**src/rtl/instr_fetch_pkg.sv**
```systemverilog
// Shared fetch-stage definitions: ISA opcode values, default widths, IF/ID
// control bundle and small decode helpers. Decode imports the same package so
// both stages agree on the opcode map.
package instr_fetch_pkg;

  // Default datapath widths for the fetch stage and its memory port
  localparam int ADDR_W_DEF  = 8;
  localparam int INSTR_W_DEF = 16;
  localparam int OPC_W       = 5;

  // Opcode map, taken from the top OPC_W bits of every instruction
  typedef enum logic [4:0] {
    OPC_NOP  = 5'b00000,
    OPC_HALT = 5'b00001,
    OPC_ADDI = 5'b00010,
    OPC_SUBI = 5'b00011,
    OPC_LD   = 5'b00100,
    OPC_ST   = 5'b00101,
    OPC_BEQ  = 5'b01000,
    OPC_BNE  = 5'b01001,
    OPC_JMP  = 5'b01010
  } opcode_e;

  // Architectural register names used by decode
  typedef enum logic [2:0] {
    REG_R0 = 3'd0,
    REG_R1 = 3'd1,
    REG_R2 = 3'd2,
    REG_R3 = 3'd3,
    REG_R4 = 3'd4,
    REG_R5 = 3'd5,
    REG_R6 = 3'd6,
    REG_R7 = 3'd7
  } reg_name_e;

  // Control bundle for one pipeline register: flush wins over load, and
  // neither asserted means hold
  typedef struct packed {
    logic load;
    logic flush;
  } pipe_ctrl_t;

  // True when the opcode field stops the fetch unit
  function automatic logic is_halt(input logic [OPC_W-1:0] opc);
    return (opc == OPC_HALT);
  endfunction

  // True for opcodes that redirect the PC once resolved in EX
  function automatic logic is_branch(input logic [OPC_W-1:0] opc);
    logic result;
    case (opc)
      OPC_BEQ: result = 1'b1;
      OPC_BNE: result = 1'b1;
      OPC_JMP: result = 1'b1;
      default: result = 1'b0;
    endcase
    return result;
  endfunction

endpackage

```
**src/rtl/instr_fetch_if_id_reg.sv**
```systemverilog
// Generic pipeline register carrying instruction, fetch address and valid bit.
// Flush drops the entry to a NOP and clears valid; load captures new
// contents; otherwise the entry holds. The address field is kept on flush,
// since it only has meaning alongside a valid entry.
module if_id_reg
  import instr_fetch_pkg::*;
#(
  parameter int ADDR_W  = ADDR_W_DEF,
  parameter int INSTR_W = INSTR_W_DEF
) (
  input  logic               clk,
  input  logic               rst_n,
  input  pipe_ctrl_t         ctrl,
  input  logic [INSTR_W-1:0] instr_in,
  input  logic [ADDR_W-1:0]  pc_in,
  output logic [INSTR_W-1:0] instr,
  output logic [ADDR_W-1:0]  pc,
  output logic               valid
);

  logic [INSTR_W-1:0] instr_r;
  logic [ADDR_W-1:0]  pc_r;
  logic               valid_r;

  // Pipeline entry update: flush has priority over load, else hold
  always_ff @(posedge clk or negedge rst_n) begin
    if (!rst_n) begin
      instr_r <= {INSTR_W{1'b0}};
      pc_r    <= {ADDR_W{1'b0}};
      valid_r <= 1'b0;
    end else if (ctrl.flush) begin
      instr_r <= {INSTR_W{1'b0}};
      valid_r <= 1'b0;
    end else if (ctrl.load) begin
      instr_r <= instr_in;
      pc_r    <= pc_in;
      valid_r <= 1'b1;
    end else begin
      instr_r <= instr_r;
      pc_r    <= pc_r;
      valid_r <= valid_r;
    end
  end

  assign instr = instr_r;
  assign pc    = pc_r;
  assign valid = valid_r;

endmodule

```
**src/rtl/instr_fetch.sv**
```systemverilog
// Instruction fetch stage. Owns the PC, drives the combinational-read
// instruction memory directly from the PC and fills the IF/ID register.
// Three states: IDLE waits for start, RUN fetches one instruction per cycle,
// HALTED freezes on a HALT until an older branch squashes it. Per cycle the
// branch redirect beats the hazard stall, which beats a normal fetch.
module instr_fetch
  import instr_fetch_pkg::*;
#(
  parameter int                ADDR_W   = 8,
  parameter int                INSTR_W  = 16,
  parameter logic [ADDR_W-1:0] RESET_PC = '0,
  parameter int                CNT_W    = 16
) (
  input  logic               clk,
  input  logic               rst_n,
  input  logic               start,
  input  logic               stall,
  input  logic               branch_taken,
  input  logic [ADDR_W-1:0]  branch_target,
  output logic [ADDR_W-1:0]  imem_addr,
  input  logic [INSTR_W-1:0] imem_rdata,
  output logic [INSTR_W-1:0] id_instr,
  output logic [ADDR_W-1:0]  id_pc,
  output logic               id_valid,
  output logic               halted,
  output logic [CNT_W-1:0]   fetch_count
);

  localparam logic [1:0] ST_IDLE   = 2'd0;
  localparam logic [1:0] ST_RUN    = 2'd1;
  localparam logic [1:0] ST_HALTED = 2'd2;

  logic [1:0]        state_r;
  logic [1:0]        state_nxt_s;
  logic [ADDR_W-1:0] pc_r;
  logic [ADDR_W-1:0] pc_nxt_s;
  logic              halted_r;
  logic [CNT_W-1:0]  fetch_count_r;
  logic              cnt_inc_s;
  logic              rdata_halt_s;
  pipe_ctrl_t        if_id_ctrl_s;

  // The memory sees the PC itself, so the fetched word arrives this cycle
  assign imem_addr    = pc_r;
  assign rdata_halt_s = is_halt(imem_rdata[INSTR_W-1 -: OPC_W]);

  // Next-state, next-PC and IF/ID control selection
  always_comb begin
    state_nxt_s        = state_r;
    pc_nxt_s           = pc_r;
    if_id_ctrl_s.load  = 1'b0;
    if_id_ctrl_s.flush = 1'b0;
    cnt_inc_s          = 1'b0;
    case (state_r)
      ST_IDLE: begin
        // IF/ID is kept empty; the first fetch happens at the current PC
        if_id_ctrl_s.flush = 1'b1;
        if (start) begin
          state_nxt_s = ST_RUN;
        end else begin
          state_nxt_s = ST_IDLE;
        end
      end
      ST_RUN: begin
        if (branch_taken) begin
          pc_nxt_s           = branch_target;
          if_id_ctrl_s.flush = 1'b1;
        end else if (stall) begin
          pc_nxt_s = pc_r;
        end else begin
          if_id_ctrl_s.load = 1'b1;
          cnt_inc_s         = 1'b1;
          if (rdata_halt_s) begin
            // PC stays on the HALT so a later squash restarts cleanly
            state_nxt_s = ST_HALTED;
          end else begin
            pc_nxt_s = pc_r + ADDR_W'(1);
          end
        end
      end
      ST_HALTED: begin
        if (branch_taken) begin
          pc_nxt_s           = branch_target;
          if_id_ctrl_s.flush = 1'b1;
          state_nxt_s        = ST_RUN;
        end else if (stall) begin
          // The HALT stays in ID until decode consumes it
          pc_nxt_s = pc_r;
        end else begin
          if_id_ctrl_s.flush = 1'b1;
        end
      end
      default: begin
        // Unreachable encoding: recover to a clean idle fetch unit
        state_nxt_s        = ST_IDLE;
        pc_nxt_s           = RESET_PC;
        if_id_ctrl_s.flush = 1'b1;
      end
    endcase
  end

  // State, PC and halted flag registers
  always_ff @(posedge clk or negedge rst_n) begin
    if (!rst_n) begin
      state_r  <= ST_IDLE;
      pc_r     <= RESET_PC;
      halted_r <= 1'b0;
    end else begin
      state_r  <= state_nxt_s;
      pc_r     <= pc_nxt_s;
      halted_r <= (state_nxt_s == ST_HALTED);
    end
  end

  // Saturating count of instructions delivered to ID
  always_ff @(posedge clk or negedge rst_n) begin
    if (!rst_n) begin
      fetch_count_r <= {CNT_W{1'b0}};
    end else if (cnt_inc_s && (fetch_count_r != {CNT_W{1'b1}})) begin
      fetch_count_r <= fetch_count_r + CNT_W'(1);
    end else begin
      fetch_count_r <= fetch_count_r;
    end
  end

  if_id_reg #(
    .ADDR_W  (ADDR_W),
    .INSTR_W (INSTR_W)
  ) u_if_id (
    .clk      (clk),
    .rst_n    (rst_n),
    .ctrl     (if_id_ctrl_s),
    .instr_in (imem_rdata),
    .pc_in    (pc_r),
    .instr    (id_instr),
    .pc       (id_pc),
    .valid    (id_valid)
  );

  assign halted      = halted_r;
  assign fetch_count = fetch_count_r;

endmodule

```
**config.mk**
```make
export PLATFORM = sky130hd
export DESIGN_NAME = instr_fetch
export DESIGN_NICKNAME = d
export VERILOG_FILES = /design/src/rtl/instr_fetch_pkg.sv /design/src/rtl/instr_fetch_if_id_reg.sv /design/src/rtl/instr_fetch.sv
export SDC_FILE = /design/constraint.sdc
export NUM_CORES = 1
export LEC_CHECK = 0
export CAP_MARGIN = 20
export CELL_PAD_IN_SITES_DETAIL_PLACEMENT = 1
export CELL_PAD_IN_SITES_GLOBAL_PLACEMENT = 1
export CORE_MARGIN = 10
export CORE_UTILIZATION = 35
export CTS_CLUSTER_DIAMETER = 200
export DETAILED_ROUTE_END_ITERATION = 8
export PLACE_DENSITY_LB_ADDON = 0.1
export SLEW_MARGIN = 30
export SYNTH_ARGS = -nofsm -noshare
export SYNTH_HDL_FRONTEND = slang
export SYNTH_SLANG_ARGS = --single-unit
```
**constraint.sdc**
```tcl
create_clock -name clk -period 2.2 [get_ports clk]
set_input_delay 0.44 -clock clk [delete_from_list [all_inputs] [get_ports clk]]
set_output_delay 0.44 -clock clk [all_outputs]
set_load 0.01 [all_outputs]
```
## After elaboration in Yosys (flattened, before gate mapping)

Index checks and enable logic that the tools add are counted.

| cells by class | value |
|---|---|
| bitwise operators | 2 |
| equal/unequal tests | 8 |
| muxes and demuxes | 21 |
| $add $sub $neg | 2 |
| reductions and logical operators | 5 |

Operators with widths:

| operator | number |
|---|---|
| 16-bit 2-to-1 mux | 2 |
| 8-bit 2-to-1 mux | 4 |
| 8-bit one-hot mux with 3 select lines | 1 |
| 16-bit by 1-bit adder with 16-bit output (second input constant) | 1 |
| 16-bit inequality test (second input constant) | 1 |
| 8-bit by 1-bit adder with 8-bit output (second input constant) | 1 |
| 1-bit 2-to-1 mux | 8 |
| 2-bit 2-to-1 mux | 4 |
| 3-bit inequality test (second input constant) | 2 |
| 2-bit one-hot mux with 3 select lines | 1 |
| 5-bit by 1-bit equality test with 1-bit output (second input constant) | 1 |
| 2-bit equality test (second input constant) | 2 |
| 4-bit AND reduction | 1 |
| 2-bit by 1-bit equality test with 1-bit output (second input constant) | 1 |
| 2-bit logical NOT | 1 |
| 2-bit inequality test (second input constant) | 1 |
| 1-bit inverter | 2 |
| 1-bit one-hot mux with 2 select lines | 1 |
| 2-bit AND reduction | 1 |
| 2-bit nonzero test | 1 |
| 1-bit logical AND | 1 |

| storage, ports and cells | value |
|---|---|
| output and inout bits | 50 |
| register bits after elaboration | 52 |

## Longest topological paths before layout

Gate-level depths: netlist of run 1.

| logic depth | value |
|---|---|
| depth in word-level cells | 6 |
| mapped depth | 8 |
| mapped depth without buffers | 6 |

## By module

From an unflattened synthesis of run 1, not the netlist that was laid out.

| second synthesis, totals | value |
|---|---|
| cell total of the unflattened synthesis | 232 |
| area total of the unflattened synthesis | 2,616.3 um^2 |

Modules (own cells, without submodules):

| module | cells an instance | area an instance (um^2) | sequential area each (um^2) | times used |
|---|---|---|---|---|
| instr_fetch | 159 | 1,587.8 | 675.6 | 1 |
| if_id_reg | 73 | 1,028.5 | 625.6 | 1 |

## Least setup slack after synthesis of run 1

No wires, ideal clock.

| timing path | value |
|---|---|
| path type | register to register |
| from | register state_r[0] |
| to | register u_if_id.pc_r[4], in the netlist u_if_id.pc[4] |
| stages on the path, launching flop included | 7 |
| buffers on the path | 1 |
| setup slack | 302 ps |
| setup time | 128 ps |
| data arrival time | 1,770 ps |
| clock period less this slack | 1,898 ps |
| data required time | 2,072 ps |
| cells stage by stage | dfrtp_1 inv_1 ha_1 nand3b_1 nor3_2 buf_2 mux2_1 |

| on the way | value |
|---|---|
| longest elaborated chain between the ends | 4 |

RTL lines:

| what | RTL line | source |
|---|---|---|
| start, declared | instr_fetch.sv:33 | `logic [1:0] state_r;` |
| start signal, assigned | instr_fetch.sv:109 | `state_r <= state_nxt_s;` |
| 2-bit equality test / 2-bit by 1-bit equality test with 1-bit output (equally long branches) | instr_fetch.sv:54 | `case (state_r)` |
| 1-bit one-hot mux with 2 select lines | instr_fetch.sv:54 |  |
| 1-bit inverter (no line) | -- |  |
| 2-bit AND reduction (no line) * | -- |  |
| end signal, assigned | instr_fetch_if_id_reg.sv:29 | `pc_r <= {ADDR_W{1'b0}};` |
| end signal, assigned | instr_fetch_if_id_reg.sv:36 | `pc_r <= pc_in;` |
| end signal, assigned | instr_fetch_if_id_reg.sv:40 | `pc_r <= pc_r;` |
| end, declared | instr_fetch_if_id_reg.sv:22 | `logic [ADDR_W-1:0] pc_r;` |

Every way passes the cells marked *; elsewhere a longest branch is shown, timed or not.
A chain may end at the register's enable or synchronous reset.

## Worst setup path after layout of run 1

| timing path | value |
|---|---|
| from | input port imem_rdata[13] |
| to | register pc_r[6], in the netlist imem_addr[6] |

| on the way | value |
|---|---|
| longest elaborated chain between the ends | 3 |

RTL lines:

| what | RTL line | source |
|---|---|---|
| start, declared | instr_fetch.sv:21 | `input logic [INSTR_W-1:0] imem_rdata,` |
| 5-bit by 1-bit equality test with 1-bit output | instr_fetch_pkg.sv:45 | `return (opc == OPC_HALT);` |
| 3-bit inequality test (no line) | -- |  |
| 4-bit AND reduction (no line) | -- |  |
| end signal, assigned | instr_fetch.sv:110 | `pc_r <= pc_nxt_s;` |
| end, declared | instr_fetch.sv:35 | `logic [ADDR_W-1:0] pc_r;` |

No other way between the ends.

==> flow_summary.ini, run 1 <==
[critical_path]
r2r-start = state_r[0]$_DFF_PN0_
cp_num_buf_inv = 2
path_max_fanout = 9
startpoint = imem_rdata[13]
cp_cell_sequence = clkdlybuf4s50_1 -> or4b_1 -> o21ai_2 -> buf_4 -> and2_1 -> o32ai_1
critPathRequiredTime_ns = 2.38
critPathMaxStageDelay_ns = 0.60
endpoint_kind = register
path_class = input pin to register
critPathLaunchType = input pin
crit_arrival_ns = 2.15
cp_slowest_cell = or4b_1
critPathTopFamily = simple AND/OR/NAND/NOR gates

[placed_design]
place_ws_ns = -0.0822
gp_congestion = 0.794
dp_hpwl_um = 5640
placed_cell_area_um2 = 3460
numPortBuffers = 78

[global_route]
grt-ovfl-total = 0
grt_pass1_vias = 2332
grt_use_total_pct = 13.6
grt_max_degree = 26
grt_pass1_wl_um = 12300
grt_antenna_before_repair = 0

[route]
routed-via-count = 2144
ant_nets = 0
avgRoutedWirePerCell_um = 18.0
wl_um = 7360
drc = 0
dr.first_iter.drc_count = 96
first_pass_iters = 4
vias_per_cell = 5.25

[clocking]
cts_inserted_buffers = 5
ctsLongestPathBuffers = 2
clkLatencyLatePin_ns = 0.30
root_buffer = clkbuf_8
post_cts_resized = 0
postCtsHoldBufs = 0
path_clk_slew_ns = 0.09
cts_setup_buffers = 0
clock-sinks = 52
cts_tree = built
h-tree-depth = 2

[synthesis]
ys_seq_area_share_pct = 52.4
yosysWarningCount = 0
avgSynthCellArea_um2 = 11.2
synth_edf_count = 0
ys_dominant_reg_cell = dfrtp_1
synth_top_area_cell = dfrtp_1
yosys-top-cells-area = dfrtp_1 52%, a22o_1 7.1%, ha_1 3.0%, xnor2_1 2.8%, mux2_2 2.7%
syn_area_um2 = 2480
async_reset_ff_share_pct = 100
synth_seq_cells = 52
synthCells = 222
synth_fp_nets = 257
yosys.area.top_type_share_pct = 52.4
synth_cell_types = 50

[finish]
drive_gt1_share_pct = 9.94
finalNetCount = 346
fin_util_pct = 52.0
syn2layout_area_growth_pct = 43.0
stdcell_area_um2 = 3550
mostFrequentLayoutCells = 77 x clkdlybuf4s50_1, 52 x dfrtp_1, 20 x a22o_1, 13 x buf_4, 12 x nand2_1
antenna_cells = 0
final_common_cell = clkdlybuf4s50_1

[floorplanning]
die_area_um2 = 10900
core_um2 = 6830
die_h_um = 104
start_util_pct = 36.4
ios = 79
dieWidth_um = 104
rows = 30

[sta]
worstMarginPinSlew_ns = 0.641
fmaxAchievable_mhz = 508
fin_crit_ns = 1.97
final.setup_skew_ns = 0.00750
tns_ns = 0
max_slew_margin_pct = 57.3
fin_crit_sh_pct = 89.5
hold_violations = 0
finalSetupViolCount = 0
report.final.slew_viol_count = 0
rsz0062_at_grt = false
setup_ws_ns = 0.231

[hold_path]
hp-class = input pin to async pin

[power_and_ir_drop]
p_leak_nw = 1.54
vdd_ir_drop_max_mv = 0.344
p_per_area_nw_per_um2 = 941
power_w = 0.00334

[run_status]
status = complete, no violations

[job]
cap_violations = 0
## power by group
group | switching [W] | total, W | internal (W)
logic | 0.000669 | 0.00140 | 0.000729
clock network | 0.000299 | 0.000556 | 0.000257
registers | 0.000228 | 0.00139 | 0.00116
## cell type report
| type | count | area, µm² |
|---|---|---|
| fill | 767 | 3280 |
| clock buffer | 8 | 90.1 |
| sequential | 52 | 1300 |
| multi-input combinational | 151 | 1110 |
| tap | 96 | 120 |
| timing repair buffer | 92 | 893 |
| inverter | 9 | 33.8 |
## registers in the layout, indices dropped and copies added (netlist names)
name and cells:
fetch_count 16, u_if_id.instr 16, imem_addr 8, u_if_id.pc 8, state_r 2, halted 1, u_if_id.valid 1
## worst reg2reg max path: cells and delay by family (launching register included)
kind	cells	cell delay, ns
simple gates	2	0.40
flops	1	0.38
fa+ha+maj	1	0.38
mux	1	0.36
buf+inv	2	0.30
## stage by stage
| stage | hold slack (ns) | cells |
|---|---|---|
| after floorplan | 0.144 | 222 |
| after global placement | 0.467 | 400 |
| after detailed placement | 0.470 | 400 |
| after CTS | 0.128 | 408 |
| after global routing | 0.152 | 408 |
| final | 0.118 | 408 |
## cell families after synthesis
family,Yosys count,share of synthesized area (%)
AOI/OAI and AO/OA,62,18.5
and+or+nand+nor,61,14.3
DFF,52,52.4
buffers and inverters,19,3.02
xor gates and xnor gates,11,3.88
muxes,11,4.94
adders and majority gates,6,3.02
## final timing paths
kind / end / slack [ns] / cells after the start
hold / removal: fetch_count[10]$_DFFE_PN0P_ / 0.12 / 1
setup reg to reg: u_if_id.pc[0]$_DFFE_PN0P_ / 0.28 / 6
min in group clk: fetch_count[8]$_DFFE_PN0P_ / 0.49 / 1
hold reg to reg: fetch_count[8]$_DFFE_PN0P_ / 0.49 / 1
max in group asynchronous: u_if_id.pc[6]$_DFFE_PN0P_ / 1.44 / 2
setup / recovery: imem_addr[6]$_DFFE_PN0P_ / 0.23 / 6
## layer usage
metal	GRT usage (%)	wire (µm)
met1	18.1	3500
met2	19.7	3240
met3	5.95	584
met4	2.98	32
met5	0	0
## cell usage after synthesis (all sizes together), types with 2 or more instances
library cell,instances
mux2,10
xnor2,8
nand3b,2
nand2,12
a21o,2
a31oi,4
nand3,9
a21boi,2
ha,6
clkbuf,7
o311ai,2
buf,3
inv,9
nor2,4
nor3,4
and3,9
o21ai,8
a21oi,10
and2,2
xor2,3
nand4,7
nor2b,2
a22o,20
o2111ai,2
dfrtp,52
nand2b,2
a22oi,3
and4,2
Note: power is estimated with default switching activity, not from simulation.
==> inputs of run 2 (changes only) <==
--- a/config.mk
+++ b/config.mk
@@ -12,7 +12,7 @@
 export CORE_UTILIZATION = 35
 export CTS_CLUSTER_DIAMETER = 200
 export DETAILED_ROUTE_END_ITERATION = 8
-export PLACE_DENSITY_LB_ADDON = 0.1
+export PLACE_DENSITY = 0.84
 export SLEW_MARGIN = 30
 export SYNTH_ARGS = -nofsm -noshare
 export SYNTH_HDL_FRONTEND = slang
==> run 2 against run 1 <==
Register-to-register slack got worse by 0.11 ns. Core utilization is 0.51 points higher. Flip-flop and latch count unchanged. Critical endpoint is now fetch_count[7]$_DFFE_PN0P_. Largest cell class unchanged. Largest power group is now registers.
==> flow_summary.ini, run 2 (synthesis results as in run 1) <==
[run_status]
status = complete, no violations

[sta]
setup_ws_ns = 0.172
fmaxAchievable_mhz = 493
worstMarginPinSlew_ns = 0.657
hold_violations = 0
fin_crit_ns = 2.03
final.setup_skew_ns = 0.0103
rsz0062_at_grt = false
max_slew_margin_pct = 56.2
tns_ns = 0
finalSetupViolCount = 0
report.final.slew_viol_count = 0
fin_crit_sh_pct = 92.2

[placed_design]
dp_hpwl_um = 5890
numPortBuffers = 78
gp_congestion = 0.814
place_ws_ns = -0.115
placed_cell_area_um2 = 3460

[finish]
mostFrequentLayoutCells = 77 x clkdlybuf4s50_1, 52 x dfrtp_1, 20 x a22o_1, 13 x buf_4, 12 x nand2_1
stdcell_area_um2 = 3590
final_common_cell = clkdlybuf4s50_1
drive_gt1_share_pct = 10.6
syn2layout_area_growth_pct = 44.4
finalNetCount = 346
antenna_cells = 0

[critical_path]
critPathRequiredTime_ns = 2.39
path_max_fanout = 9
crit_arrival_ns = 2.22
cp_num_buf_inv = 1
cp_cell_sequence = inv_1 -> ha_2 -> or3b_1 -> nor3_2 -> o2111ai_1 -> xnor2_1
critPathMaxStageDelay_ns = 0.48
path_class = register to register
cp_slowest_cell = or3b_1
critPathLaunchType = register
critPathTopFamily = simple AND/OR/NAND/NOR gates
endpoint_kind = register

[clocking]
cts_inserted_buffers = 5
h-tree-depth = 2
postCtsHoldBufs = 0
clkLatencyLatePin_ns = 0.30
clock-sinks = 52
cts_setup_buffers = 0
ctsLongestPathBuffers = 2
root_buffer = clkbuf_8
path_clk_slew_ns = 0.08
cts_tree = built

[power_and_ir_drop]
p_comb_share_pct = 39.5
clockPowerShare_pct = 20.9
pwr-share-seq_pct = 39.6
p_sw_share_pct = 34.5
internal_power_w = 0.00234
switchingPower_w = 0.00123
p_per_area_nw_per_um2 = 994
power_w = 0.00356
vdd_ir_drop_max_mv = 0.303
p_leak_nw = 1.56

[floorplanning]
die_area_um2 = 10900
core_um2 = 6830
rows = 30
ios = 79
start_util_pct = 36.4
dieWidth_um = 104
die_h_um = 104

[route]
first_pass_iters = 4
wl_um = 7740
highest_layer = met4
routed-via-count = 2144
vias_per_cell = 5.27
dr.first_iter.drc_count = 65
dr_wl_met3_um = 381
wirelength_met1_um = 3240
avgRoutedWirePerCell_um = 19.0
ant_nets = 0
drc = 0
met2_length_um = 4030

[hold_path]
hp-class = input pin to async pin

[global_route]
grt_use_total_pct = 14.1
grt_pass1_vias = 2372
grt_max_degree = 53
grt_pass1_wl_um = 12700
grt-ovfl-total = 0
grt_antenna_before_repair = 0

[job]
cap_violations = 0
run 2: cell count changes in the layout (fill, tap and decap cells not counted), sizes merged:
cell / previous run / this run
clkbuf: 8 / 5
bufinv: 0 / 2
run 2: routing by layer:
layer  up-vias  global-route usage (%)
met2        47                    24.8
met3         8                    3.59
met1      1082                    16.6
met4         0                    3.78
li1       1007                       -
met5         -                       0
run 2: per-stage QoR:
stage / util [%] / instances / hold WS (ns)
after floorplan: - / 222 / 0.144
after global placement: 50.6 / 400 / 0.460
after detailed placement: 50.6 / 400 / 0.477
after CTS: 52.5 / 407 / 0.274
after global routing: 52.5 / 407 / 0.317
final: 52.5 / 407 / 0.249
run 2: power by group through the flow:
stage / Combinational (W) / Clock, W / Sequential, W
after floorplan: 0.000587 / 0 / 0.00145
after global placement: 0.00136 / 0 / 0.00141
after detailed placement: 0.00142 / 0 / 0.00142
after CTS: 0.00143 / 0.000766 / 0.00141
after global routing: 0.00153 / 0.000807 / 0.00144
final: 0.00141 / 0.000745 / 0.00141
run 2: path summary, 6_finish.rpt:
| kind | from | to | slack, ns | cells after the start |
|---|---|---|---|---|
| min in group clk | fetch_count[8]$_DFFE_PN0P_ | fetch_count[8]$_DFFE_PN0P_ | 0.49 | 1 |
| worst max register to register | state_r[1]$_DFF_PN0_ | fetch_count[7]$_DFFE_PN0P_ | 0.17 | 6 |
| max in group asynchronous | rst_n | u_if_id.instr[15]$_DFFE_PN0P_ | 1.52 | 2 |
| worst min-delay path | rst_n | fetch_count[8]$_DFFE_PN0P_ | 0.25 | 2 |
| worst min register to register | fetch_count[8]$_DFFE_PN0P_ | fetch_count[8]$_DFFE_PN0P_ | 0.49 | 1 |
| worst max-delay path | state_r[1]$_DFF_PN0_ | fetch_count[7]$_DFFE_PN0P_ | 0.17 | 6 |
run 2: area by class of cell:
cell class	count	area, µm²
Fill cell	759	3240
Sequential cell	52	1300
Multi-Input combinational cell	151	1110
Timing Repair Buffer	92	893
Tap cell	96	120
Clock buffer	5	68.8
Clock inverter	2	60.1
Inverter	9	33.8
run 2: repair_timing:
item,CTS,global route
hold endpoints to repair,0,0
gates resized for setup,0,1
endpoints found under the setup margin,0,4
==> inputs of run 3 (changes only) <==
--- a/config.mk
+++ b/config.mk
@@ -9,10 +9,11 @@
 export CELL_PAD_IN_SITES_DETAIL_PLACEMENT = 1
 export CELL_PAD_IN_SITES_GLOBAL_PLACEMENT = 1
 export CORE_MARGIN = 10
-export CORE_UTILIZATION = 35
+export CORE_UTILIZATION = 37
+export CTS_BUF_LIST = sky130_fd_sc_hd__clkbuf_4
 export CTS_CLUSTER_DIAMETER = 200
 export DETAILED_ROUTE_END_ITERATION = 8
-export PLACE_DENSITY = 0.84
+export PLACE_DENSITY = 0.88
 export SLEW_MARGIN = 30
 export SYNTH_ARGS = -nofsm -noshare
 export SYNTH_HDL_FRONTEND = slang
==> run 3 against run 2 <==
Sequential share of layout area is 0.68 points higher. Critical endpoint is now fetch_count[3]$_DFFE_PN0P_. Largest cell class unchanged. Via count is 0.51% higher. Wire length is 3.3% higher. Register-to-register slack better by 0.02 ns.
==> flow_summary.ini, run 3 (synthesis results as in run 1) <==
[global_route]
grt_pass1_wl_um = 13000
grt_antenna_before_repair = 1
grt_max_degree = 53
grt-ovfl-total = 0
grt_pass1_vias = 2452
grt_use_total_pct = 15.7

[clocking]
cts_tree = built
ctsLongestPathBuffers = 2
clkLatencyLatePin_ns = 0.38
clock-sinks = 52
h-tree-depth = 2
cts_inserted_buffers = 5
path_clk_slew_ns = 0.15
root_buffer = clkbuf_4
cts_setup_buffers = 0

[hold_path]
hp-class = input pin to async pin

[critical_path]
endpoint_kind = register
cp_cell_sequence = inv_1 -> ha_1 -> or3b_1 -> nor2_1 -> o311ai_1 -> xnor2_1
critPathRequiredTime_ns = 2.45
critPathMaxStageDelay_ns = 0.51
cp_num_buf_inv = 1
critPathLaunchType = register
path_max_fanout = 5
startpoint = state_r[1]$_DFF_PN0_
path_class = register to register
r2r-start = state_r[1]$_DFF_PN0_
cp_slowest_cell = or3b_1
critPathTopFamily = simple AND/OR/NAND/NOR gates
crit_arrival_ns = 2.26

[placed_design]
gp_congestion = 0.843
place_ws_ns = -0.121
numPortBuffers = 78
dp_hpwl_um = 6080
place_inst = 381

[sta]
hold_violations = 0
fmaxAchievable_mhz = 498
fin_crit_ns = 2.01
final.setup_skew_ns = 0.0211
max_slew_margin_pct = 55.3
rsz0062_at_grt = false
report.final.slew_viol_count = 0
fin_crit_sh_pct = 91.3
setup_ws_ns = 0.191
finalSetupViolCount = 0
worstMarginPinSlew_ns = 0.670

[power_and_ir_drop]
power_w = 0.00339
vdd_ir_drop_max_mv = 0.383
p_per_area_nw_per_um2 = 964
p_leak_nw = 1.56

[finish]
syn2layout_area_growth_pct = 41.8
final_cells = 390
nFillCells = 711
finalNetCount = 346
mostFrequentLayoutCells = 77 x clkdlybuf4s50_1, 52 x dfrtp_1, 20 x a22o_1, 13 x buf_4, 12 x nand2_1
drive_gt1_share_pct = 10.3
final_common_cell = clkdlybuf4s50_1

[floorplanning]
ios = 79
rows = 29
start_util_pct = 38.7
die_area_um2 = 10400
dieWidth_um = 102
die_h_um = 102
core_um2 = 6420

[route]
routed-via-count = 2155
avgRoutedWirePerCell_um = 20.5
dr.first_iter.drc_count = 55
wl_um = 8000
first_pass_iters = 4
vias_per_cell = 5.53
ant_nets = 0
drc = 0

[job]
cap_violations = 0

[run_status]
status = complete, no violations
[run 3: cell types whose count changed in the layout (fill, tap and decap cells not counted), sizes merged]
| cell | previous run | this run |
|---|---|---|
| clkinv | 0 | 2 |
| bufinv | 2 | 1 |
| diode | 0 | 1 |
[run 3: metrics by stage]
stage	hold WS [ns]	area, µm²	TNS, ns	utilization [%]
3_3_place_gp	0.461	3430	-0.314	53.4
4_1_cts	0.178	3510	0	54.7
5_1_grt	0.211	3520	0	54.8
3_5_place_dp	0.470	3430	-0.718	53.4
6_report	0.167	3520	0	54.8
2_1_floorplan	0.144	2480	0	-
[run 3: layout make-up]
class | count | area, µm² | area share [%]
flip-flops and latches | 52 | 1300 | 37.0
multi-input cells | 151 | 1110 | 31.6
repair buffers | 92 | 893 | 25.4
well taps | 77 | 96.3 | 2.74
clock inverters | 3 | 42.5 | 1.21
clock buffers | 5 | 37.5 | 1.07
inverters | 9 | 33.8 | 0.959
diodes | 1 | 2.50 | 0.0711
[run 3: final timing paths]
kind / end / slack, ns / cells after the start
max: fetch_count[3]$_DFFE_PN0P_ / 0.19 / 6
min: fetch_count[4]$_DFFE_PN0P_ / 0.17 / 2
max reg2reg: fetch_count[3]$_DFFE_PN0P_ / 0.19 / 6
min reg2reg: u_if_id.valid$_DFFE_PN0P_ / 0.50 / 1
max in group asynchronous: u_if_id.instr[14]$_DFFE_PN0P_ / 1.60 / 2
min in group clk: u_if_id.valid$_DFFE_PN0P_ / 0.50 / 1
[run 3: metal layers]
layer / up-vias / track usage (%) / share of wire (%)
met4: 0 / 6.29 / 2.1
met3: 12 / 3.17 / 4.4
li1: 1011 / - / -
met1: 1083 / 18.4 / 42
met5: - / 0 / 0
met2: 49 / 27.6 / 52
[run 3: timing repair]
action / in CTS / in global routing
setup endpoints to repair: 0 / 1
resized for setup: 0 / 1
hold buffers: 0 / 0
[run 3: report_power, final]
| part | switching (W) | total [W] | internal, W |
|---|---|---|---|
| sequential | 0.000247 | 0.00141 | 0.00116 |
| combinational | 0.000703 | 0.00144 | 0.000734 |
| clock | 0.000312 | 0.000550 | 0.000238 |
| total | 0.00126 | 0.00339 | 0.00213 |
